`config.mk`:
```
export PLATFORM = sky130hd
export DESIGN_NAME = riscv_core_fetchalign
export DESIGN_NICKNAME = d
export VERILOG_FILES = /design/src/rtl/riscv_core_fetchalign.sv
export SDC_FILE = /design/constraint.sdc
export NUM_CORES = 1
export LEC_CHECK = 0
export CAP_MARGIN = 20
export CORE_AREA = 2 2 118 120
export CTS_BUF_LIST = sky130_fd_sc_hd__clkbuf_4 sky130_fd_sc_hd__clkbuf_8
export DETAILED_ROUTE_END_ITERATION = 8
export DIE_AREA = 0 0 120 122
export GPL_TIMING_DRIVEN = 0
export PLACE_DENSITY_LB_ADDON = 0.1
export SLEW_MARGIN = 25
export SYNTH_ARGS = -nofsm -noshare
export SYNTH_HDL_FRONTEND = slang
export SYNTH_SLANG_ARGS = --single-unit
```
`constraint.sdc`:
```
create_clock -name i_fetchalign_clk -period 11.9 [get_ports i_fetchalign_clk]
set_input_delay 3.57 -clock i_fetchalign_clk [delete_from_list [all_inputs] [get_ports i_fetchalign_clk]]
set_output_delay 3.57 -clock i_fetchalign_clk [all_outputs]
set_load 0.005 [all_outputs]
```
`src/rtl/riscv_core_fetchalign.sv`:
```
// riscv_core_fetchalign
//   Fetch-alignment buffer between instruction memory and decode. Takes
//   32-bit word-aligned fetch words and presents one whole instruction per
//   handshake (16-bit RVC parcel or 32-bit instruction, possibly straddling
//   two fetch words) together with its PC. Owns the sequential fetch PC and
//   handles flush redirects to 2-byte-aligned targets.
//
// Ports
//   i_fetchalign_clk        clock, rising edge
//   i_fetchalign_rstn       asynchronous active-low reset
//   i_fetchalign_word       fetch word, [15:0] is the lower-address halfword
//   i_fetchalign_valid      fetch word valid
//   o_fetchalign_ready      buffer accepts the word this cycle
//   i_fetchalign_flush      redirect, highest priority
//   i_fetchalign_flushpc    redirect target (bit 0 ignored)
//   o_fetchalign_instr      instruction ({16'h0, parcel} when compressed)
//   o_fetchalign_pc         PC of o_fetchalign_instr
//   o_fetchalign_compressed instruction is 16-bit
//   o_fetchalign_valid      instruction valid
//   i_fetchalign_ready      decode accepts the instruction
module riscv_core_fetchalign #(
  parameter logic [63:0] RESET_PC = 64'h0
) (
  input  logic        i_fetchalign_clk,
  input  logic        i_fetchalign_rstn,
  input  logic [31:0] i_fetchalign_word,
  input  logic        i_fetchalign_valid,
  output logic        o_fetchalign_ready,
  input  logic        i_fetchalign_flush,
  input  logic [63:0] i_fetchalign_flushpc,
  output logic [31:0] o_fetchalign_instr,
  output logic [63:0] o_fetchalign_pc,
  output logic        o_fetchalign_compressed,
  output logic        o_fetchalign_valid,
  input  logic        i_fetchalign_ready
);

  // hw_q[0] is the oldest halfword; entries at index >= count_q are stale.
  logic [15:0] hw_q [3];
  logic [15:0] hw_d [3];
  logic [1:0]  count_q, count_d;
  logic [63:0] pc_q, pc_d;
  logic        drop_low_q, drop_low_d;

  logic        head_comp;
  logic [1:0]  size;
  logic [1:0]  rem;
  logic        out_fire;
  logic        in_fire;
  logic [15:0] first_hw;

  // Redirect targets are halfword aligned; the byte offset bit is discarded.
  logic unused_flushpc_lsb;
  assign unused_flushpc_lsb = i_fetchalign_flushpc[0];

  always_comb begin
    head_comp = (hw_q[0][1:0] != 2'b11);
    size      = head_comp ? 2'd1 : 2'd2;

    o_fetchalign_valid      = !i_fetchalign_flush && (count_q >= size);
    o_fetchalign_instr      = head_comp ? {16'h0, hw_q[0]} : {hw_q[1], hw_q[0]};
    o_fetchalign_pc         = pc_q;
    o_fetchalign_compressed = head_comp;

    out_fire = o_fetchalign_valid && i_fetchalign_ready;
    // Occupancy left after this cycle's consume; ready looks through the
    // consume so a full buffer can still stream at one word per cycle.
    rem      = count_q - (out_fire ? size : 2'd0);
    o_fetchalign_ready = !i_fetchalign_flush && (rem <= 2'd1);
    in_fire  = i_fetchalign_valid && o_fetchalign_ready;

    // After a misaligned redirect the low halfword of the first word precedes
    // the target and is skipped.
    first_hw = drop_low_q ? i_fetchalign_word[31:16] : i_fetchalign_word[15:0];

    for (int unsigned i = 0; i < 3; i++) begin
      hw_d[i] = hw_q[i];
    end
    count_d    = count_q;
    pc_d       = pc_q;
    drop_low_d = drop_low_q;

    if (i_fetchalign_flush) begin
      count_d    = 2'd0;
      pc_d       = {i_fetchalign_flushpc[63:1], 1'b0};
      drop_low_d = i_fetchalign_flushpc[1];
    end else begin
      if (out_fire) begin
        pc_d = pc_q + (head_comp ? 64'd2 : 64'd4);
        if (head_comp) begin
          hw_d[0] = hw_q[1];
          hw_d[1] = hw_q[2];
        end else begin
          hw_d[0] = hw_q[2];
        end
      end
      count_d = rem;
      if (in_fire) begin
        // rem is 0 or 1 whenever in_fire is set.
        if (rem[0]) begin
          hw_d[1] = first_hw;
          if (!drop_low_q) hw_d[2] = i_fetchalign_word[31:16];
        end else begin
          hw_d[0] = first_hw;
          if (!drop_low_q) hw_d[1] = i_fetchalign_word[31:16];
        end
        count_d    = rem + (drop_low_q ? 2'd1 : 2'd2);
        drop_low_d = 1'b0;
      end
    end
  end

  always_ff @(posedge i_fetchalign_clk or negedge i_fetchalign_rstn) begin
    if (!i_fetchalign_rstn) begin
      for (int unsigned i = 0; i < 3; i++) begin
        hw_q[i] <= '0;
      end
      count_q    <= '0;
      pc_q       <= {RESET_PC[63:1], 1'b0};
      drop_low_q <= RESET_PC[1];
    end else begin
      for (int unsigned i = 0; i < 3; i++) begin
        hw_q[i] <= hw_d[i];
      end
      count_q    <= count_d;
      pc_q       <= pc_d;
      drop_low_q <= drop_low_d;
    end
  end

endmodule

```
Word level (Yosys, flattened, before mapping) --
Cells that the tools add are included.
Cells by class: add/subtract/negate cells 3, multiply operators 0, divide/modulo/power cells 0, order comparisons 2, equality and inequality tests 1, shift-type cells 0, mux-type cells 21, bitwise operators 2, reductions and logical operators 8
Operator list (number):
- $mux 16 | 8
- $mux 64 | 2
- $add 64x3->64 | 1
- $mux 32 | 2
- $mux 48 | 1
- $mux 2 | 5
- $logic_and 1x1->1 | 4
- $reduce_and 4->1 | 1
- $reduce_bool 2->1 | 2
- $mux 3 | 1
- $add 2x2->2 | 1
- $ge 2x2->1 | 1
- $le 2x1->1 const B | 1
- $mux 1 | 2
- $ne 2x2->1 const B | 1
- $not 1->1 | 2
- $sub 2x2->2 | 1
- $logic_not 1->1 | 1
Word-level totals: flip-flop bits (word level) 115, latch bits 0, bits in writable memories 0, memory bits (read-only) 0, output and inout port bits 99, word-level logic and storage cells 43, memories kept 0

Depth between registers and ports, before layout --
Gate-level depths: netlist of the first run.
depth after elaboration 12, depth in mapped cells 15, mapped depth without buffers 11

Worst setup path before layout of the first run --
Ideal clock, no wire load.
path type input -> output, start point input port i_fetchalign_ready, end point output port o_fetchalign_ready, data arrival time 5824 ps, required time 8330 ps, slack 2506 ps, stages 11, buffers on the path 3, cells stage by stage nand2_1 o21a_1 nor3_1 buf_2 ha_1 xnor2_1 o211ai_1 o21a_1 clkbuf_1 nor2_1 clkbuf_1
On the way: longest elaborated chain between the ends 5
RTL lines:
- start, declared | line 35 | input logic i_fetchalign_ready
- $logic_and 1x1->1 | line 65 | out_fire = o_fetchalign_valid && i_fetchalign_ready;
- $mux 2 | line 68 | rem = count_q - (out_fire ? size : 2'd0);
- $sub 2x2->2 | line 68
- $le 2x1->1 | line 69 | o_fetchalign_ready = !i_fetchalign_flush && (rem <= 2'd1);
- $logic_and 1x1->1 | line 69
- end, declared | line 28 | output logic o_fetchalign_ready,
Every way passes these cells.

Final worst setup path of the first run --
Ends and elaborated chain as after synthesis.

==> results.tsv, run 1 <==
metric	value	unit
gp_congestion	0.943	
slew_headroom	36.7	%
coreArea	0.0135	mm²
numCtsBuffers	17	
totalNegativeSetupSlack	0	ns
synth_seq_area_share	40.0	%
max-vdd-ir-drop	126	µV
effective_utilization_at_floorplan	52.8	%
total_routed_wirelength	22.7	mm
criticalPathCategory	in2out	
ctsRootBufferMaster	sky130_fd_sc_hd__clkbuf_8	
detailed_place_hpwl	16.4	mm
synthCells	800	
startpoint_type	input pin	
worst-path-max-fanout	10	
synth.lib_cells_used.distinct	61	
synth_warnings	0	
route.detailed.wl_per_inst	18.8	µm
fin_nets	1124	
flow.area_growth_from_synthesis	37.3	%
ys_ff_latch	114	
postCtsResizedCells	0	
timing.final.max_slew_violations	0	
detail_route.first_pass.iterations	6	
cts.repair_timing.setup_buffer_count	0	
antenna_violating_nets_post_route	0	
wire_length_of_the_first_global_routing_pass	36.2	mm
r2r_slack	6.37	ns
power_density	201	mW/mm²
post_synth_most_frequent_cells	114 x sky130_fd_sc_hd__dfrtp_1, 96 x sky130_fd_sc_hd__nand2_1, 52 x sky130_fd_sc_hd__nor2_1	
cp_data_required_time	8.33	ns
io_buffer_count	196	
clock_tree.buffer_depth	2	
postSynthNetCount	908	
die-area	0.0146	mm²
viasPerCell	6.13	
worst_setup_path_startpoint	i_fetchalign_ready	
max_slew.worst_pin.slew	0.943	ns
timing.final.crit_share	96.2	%
final-setup-viol-count	0	
cts_tree	yes	
netlist.area_leader.share	40.0	%
outcome	complete, no violations	
fin_hold_viols	0	
most_instantiated_library_cell_after_synthesis	sky130_fd_sc_hd__dfrtp_1	
p_leak	3.81	nW
drive_gt1_share	9.43	%
synthArstFlopShare	100	%
count_of_cells_along_the_worst_register_to_register_path	14	
layout.filler_cells	1063	
num_io_pins	200	
max_freq	87.4	MHz
cts.reportedPaths.clkPinSlew	0.07	ns
hold_slack	0.509	ns
endpoint	o_fetchalign_ready	
clkSinkCount	114	
grt_pass1_vias	7061	
post_synth_instance_area	0.00713	mm²
via_count	7411	
synth_enable_flop_cells	0	
num_rows	43	
r2r_end	hw_q[23]	
worst_setup_path_end_kind	primary output	
yosys-top-cells-area	sky130_fd_sc_hd__dfrtp_1 40%, sky130_fd_sc_hd__nand2_1 5.1%, sky130_fd_sc_hd__mux2_2 4.1%	
drc	0	
global_route.usage.total	31.7	%
htree_depth	4	
maxCapViolations	0	
first_iter_violations	929	
final_clock_skew	0.0122	ns
grt_start_max_net_pins	67	
reg2reg_from	hw_q[33]	
post-synth-top-area-cell	sky130_fd_sc_hd__dfrtp_1	
worstPathArrival	7.87	ns
hp-start	hw_q[12]	
rsz_0062_raised_after_global_routing	no	
syn-mean-instance-area	8.91	µm²
grt_antenna_before_repair	0	
grt_overflow_total	0	
antenna_cells	0	
post_cts_hold_buffer_count	0	
die-width	120	µm
clock_insertion_delay_at_the_later_pin_of_the_skew_report	0.46	ns
die_height	122	µm
min-delay-path-class	reg2reg	
timing.final.crit_period	11.44	ns
synth_top_flop_cell	sky130_fd_sc_hd__dfrtp_1	
[flip-flops by register name, summed over array words and instances (netlist names)]
| signal | count |
|---|---|
| count_q | 2 |
| hw_q | 48 |
| drop_low_q | 1 |
| o_fetchalign_pc | 63 |
[final cells by class]
class | count | area, µm² | area share (%)
plain buffers | 74 | 378 | 3.86
clock buffers | 23 | 317 | 3.23
clock inverters | 9 | 125 | 1.28
inverters | 22 | 82.6 | 0.844
multi-input cells | 590 | 3820 | 39.0
flip-flops and latches | 114 | 2850 | 29.1
well taps | 180 | 225 | 2.30
repair buffers | 197 | 1990 | 20.3
[critical path, stage by stage]
cell	delay [ns]
sky130_fd_sc_hd__clkdlybuf4s50_1	0.52
sky130_fd_sc_hd__nand2_1	0.10
sky130_fd_sc_hd__o21a_1	0.31
sky130_fd_sc_hd__nor3_1	0.46
sky130_fd_sc_hd__buf_2	0.42
sky130_fd_sc_hd__ha_1	0.23
sky130_fd_sc_hd__xnor2_1	0.28
sky130_fd_sc_hd__o211ai_1	0.21
sky130_fd_sc_hd__o21a_1	0.17
sky130_fd_sc_hd__clkbuf_1	0.27
sky130_fd_sc_hd__nor2_1	0.22
sky130_fd_sc_hd__clkbuf_1	0.48
sky130_fd_sc_hd__clkdlybuf4s50_1	0.61
[per-stage QoR]
stage | utilization [%] | power [W] | worst slack [ns] | area (µm²) | std cells
final | 72.5 | 0.00197 | 0.457 | 9790 | 1209
after global routing | 72.5 | 0.00209 | 0.222 | 9790 | 1209
after CTS | 72.5 | 0.00195 | 0.551 | 9790 | 1209
after detailed placement | 69.2 | 0.00155 | 0.564 | 9350 | 1177
after global placement | 69.0 | 0.00153 | 0.566 | 9320 | 1176
after floorplan | - | 0.00114 | 2.51 | 7130 | 800
[kinds of logic after synthesis]
group	synth area share [%]
DFF	40.0
xor gates and xnor gates	2.95
AOI/OAI and AO/OA	17.0
adders and majority gates	1.33
buffers and inverters	6.46
other	0.0526
muxes	7.49
and+or+nand+nor	24.7
[worst min-delay path by stage]
| stage | to | slack (ns) | cells past startpoint |
|---|---|---|---|
| CTS | hw_q[12] | 0.51 | 1 |
| floorplan | hw_q[11] | 0.48 | 1 |
| finish | hw_q[12] | 0.51 | 1 |
| global route | hw_q[11] | 0.53 | 1 |
| global placement | hw_q[6] | 0.49 | 1 |
| detailed placement | hw_q[12] | 0.50 | 1 |
[per-layer routing]
layer | track usage, % | wire length (µm) | part of all wire, %
met5 | 0 | 0 | 0
met1 | 42.3 | 9550 | 42
met3 | 9.46 | 2330 | 10
met4 | 11.5 | 438 | 1.9
met2 | 48.9 | 10400 | 46
[where the power goes]
group          switching (W)  total (W)  leakage, nW  internal (W)
logic               0.000507   0.000969         2.26      0.000462
clock network       0.000164   0.000404        0.224      0.000239
registers          0.0000954   0.000596         1.33      0.000500
total               0.000767    0.00197         3.81       0.00120
[cell usage in the layout (no fill, tap or decap), types with 19 or more instances in the layout]
cell type and instances:
sky130_fd_sc_hd__inv_1 21, sky130_fd_sc_hd__nand3_1 28, sky130_fd_sc_hd__nand4_1 28, sky130_fd_sc_hd__nor3_1 21
sky130_fd_sc_hd__mux2_2 26, sky130_fd_sc_hd__nand2_1 96, sky130_fd_sc_hd__clkbuf_1 39, sky130_fd_sc_hd__and3_1 31
sky130_fd_sc_hd__or3_1 20, sky130_fd_sc_hd__clkbuf_8 23, sky130_fd_sc_hd__buf_4 19, sky130_fd_sc_hd__mux2i_1 23
sky130_fd_sc_hd__o21ai_0 47, sky130_fd_sc_hd__a31oi_1 32, sky130_fd_sc_hd__nor2_1 52, sky130_fd_sc_hd__clkdlybuf4s50_1 195
sky130_fd_sc_hd__dfrtp_1 114
Power figures use the tool's default switching activity.
==> run 2, diff against run 1 <==
- CELL_PAD_IN_SITES_DETAIL_PLACEMENT: not set -> 0
- CELL_PAD_IN_SITES_GLOBAL_PLACEMENT: not set -> 1
- CORE_AREA: 2 2 118 120 -> 2 2 137 139
- DIE_AREA: 0 0 120 122 -> 0 0 139 141
- TNS_END_PERCENT: not set -> 50
==> run 2 against run 1 <==
Wire length rose by 11%. Via count fell by 2.3%. Die area rose by 34%. Final area barely moved. Sequential power barely moved. Worst setup slack got worse by 0.093 ns. Utilization fell by 19 points. Largest cell class unchanged. Largest power group unchanged. Highest routed layer unchanged.
==> results.tsv, run 2 (synthesized netlist as in run 1, its figures left out) <==
metric	value	unit	change
hold-path-cell-count	1		unchanged
report.power.total	0.00194	W	-1.5%
r2r_slack	6.10	ns	-0.27 ns
timing.final.max_slew_violations	0		unchanged
r2r_end	hw_q[25]		
grt_pass1_vias	6967		-1.3%
fin_nets	1124		unchanged
first_iter_violations	619		-33%
power.switching	0.000804	W	+4.8%
io_buffer_count	196		unchanged
final_clock_skew	0.0122	ns	+0.0000551 ns
worst-path-max-fanout	10		unchanged
timing.final.crit_share	96.9	%	+0.78 points
numPlacedInstances	1231		+4.6%
max_slew.worst_pin.slew	0.911	ns	-0.0316 ns
ctsRootBufferMaster	sky130_fd_sc_hd__clkbuf_8		
max_freq	86.7	MHz	-0.80%
cts.repair_timing.setup_buffer_count	0		unchanged
worst_setup_path_end_kind	primary output		
internal-power	0.00113	W	-5.6%
antenna_violating_nets_post_route	0		unchanged
rsz_0062_raised_after_global_routing	no		
via_count	7237		-2.3%
count_of_cells_along_the_worst_register_to_register_path	14		unchanged
viasPerCell	5.73		-6.5%
cts_tree	yes		
fin_hold_viols	0		unchanged
totalNegativeSetupSlack	0	ns	unchanged
multiInputGateArea	0.00382	mm²	unchanged
postCtsResizedCells	0		unchanged
timing.final.crit_period	11.54	ns	+0.0926 ns
criticalPathCategory	in2out		
min-delay-path-class	reg2reg		
detail_route.first_pass.iterations	5		-1
worstPathArrival	7.97	ns	+0.10 ns
clock_insertion_delay_at_the_later_pin_of_the_skew_report	0.47	ns	about the same
hold_end	hw_q[11]		
final_worst_setup_slack	0.364	ns	-0.0926 ns
antenna_cells	0		unchanged
htree_depth	4		unchanged
drive_gt1_share	9.43	%	unchanged
hp-start	hw_q[11]		
clkSinkCount	114		unchanged
power_frac_clock	18.7	%	-1.8 points
crit_slowest_cell	sky130_fd_sc_hd__clkdlybuf4s50_1		
slew_headroom	39.2	%	+2.6 points
layout.filler_cells	1772		+67%
largest_register_ffs	63		unchanged
dp_worst_setup_slack	0.495	ns	-0.0687 ns
power_density	198	mW/mm²	-1.6%
flow.area_growth_from_synthesis	37.4	%	about the same
critical-path-max-stage-delay	0.62	ns	about the same
route.detailed.wl_per_inst	19.9	µm	+5.9%
power.share.combinational	50.5	%	+1.3 points
startpoint_type	input pin		
num_io_pins	200		unchanged
drc	0		unchanged
detailed_place_hpwl	18.1	mm	+10%
register_area	0.00285	mm²	unchanged
grt_overflow_total	0		unchanged
final-setup-viol-count	0		unchanged
num_rows	50		+16%
effective_utilization_at_floorplan	39.0	%	-14 points
most_frequent_standard_cell_in_the_layout_excluding_fill_and_tap_cells	sky130_fd_sc_hd__clkdlybuf4s50_1		
global_route.usage.total	25.5	%	-6.2 points
outcome	complete, no violations		
total_routed_wirelength	25.1	mm	+11%
gp_congestion	0.908		-3.7%
clock_tree.buffer_depth	2		unchanged
grt_start_max_net_pins	74		+10%
coreArea	0.0183	mm²	+35%
post_cts_hold_buffer_count	0		unchanged
die-width	139	µm	+16%
p_leak	3.77	nW	-1.0%
reg2reg_from	hw_q[32]		
die-area	0.0196	mm²	+34%
maxCapViolations	0		unchanged
numCtsBuffers	17		unchanged
grt_antenna_before_repair	0		unchanged
max-vdd-ir-drop	103	µV	-18%
final_design_area_no_fill	0.00980	mm²	about the same
die_height	141	µm	+16%
cts.reportedPaths.clkPinSlew	0.07	ns	about the same
p_seq_share	30.8	%	+0.5 points
swShare	41.5	%	+2.5 points
post_dp_cell_area	0.00942	mm²	+0.76%
cp_data_required_time	8.33	ns	about the same
most-common-layout-cells	195 x sky130_fd_sc_hd__clkdlybuf4s50_1, 114 x sky130_fd_sc_hd__dfrtp_1, 96 x sky130_fd_sc_hd__nand2_1, 52 x sky130_fd_sc_hd__nor2_1, 47 x sky130_fd_sc_hd__o21ai_0		
finish.cell_count_without_fillers	1263		+4.5%
wire_length_of_the_first_global_routing_pass	39.3	mm	+8.6%
crit_path_cell_trace	clkdlybuf4s50_1 > nand2_1 > o21a_1 > nor3_1 > buf_2 > ha_1 > xnor2_1 > o211ai_1 > o21a_1 > clkbuf_1 > nor2_1 > clkbuf_1 > clkdlybuf4s50_1		
run 2: worst max-delay path by stage:
stage,start,endpoint,slack (ns),cells after the start
after floorplan,i_fetchalign_ready,o_fetchalign_ready,2.51,11
after global placement,i_fetchalign_ready,o_fetchalign_ready,0.50,13
after detailed placement,i_fetchalign_ready,o_fetchalign_ready,0.50,13
after CTS,i_fetchalign_ready,o_fetchalign_ready,0.49,13
after global routing,i_fetchalign_ready,o_fetchalign_ready,0.14,13
final,i_fetchalign_ready,o_fetchalign_ready,0.36,13
run 2: metal layers:
layer  share of wire [%]  track usage [%]
met4                 1.4             6.49
met1                  46             36.7
met5                   0                0
met2                  46             39.4
met3                 6.8             5.13
run 2: cell type report:
type | instances | area share [%]
multi-input cells | 590 | 39.0
flip-flops and latches | 114 | 29.1
repair buffers | 197 | 20.4
plain buffers | 74 | 3.86
well taps | 234 | 2.99
clock buffers | 18 | 2.53
clock inverters | 14 | 1.34
inverters | 22 | 0.843
run 2: critical path, delay by kind of cell:
family,cells,cell delay (ns)
AO/OA/AOI/OAI,3,0.76
adder cells (fa/ha/maj),1,0.23
XOR/XNOR,1,0.30
AND/OR/NAND/NOR,3,0.75
buffers and inverters,5,2.35
run 2: power by group through the flow:
stage	combinational (W)	sequential (W)	clock, W
after floorplan	0.000560	0.000576	0
after global placement	0.000966	0.000601	0
after detailed placement	0.000974	0.000601	0
after CTS	0.000977	0.000595	0.000366
after global routing	0.00107	0.000613	0.000381
final	0.000979	0.000596	0.000363
run 2: per-stage QoR:
step / hold slack [ns] / util [%]
finish: 0.510 / 53.6
global route: 0.517 / 53.6
CTS: 0.512 / 53.6
detailed placement: 0.493 / 51.5
global placement: 0.487 / 51.4
floorplan: 0.479 / -
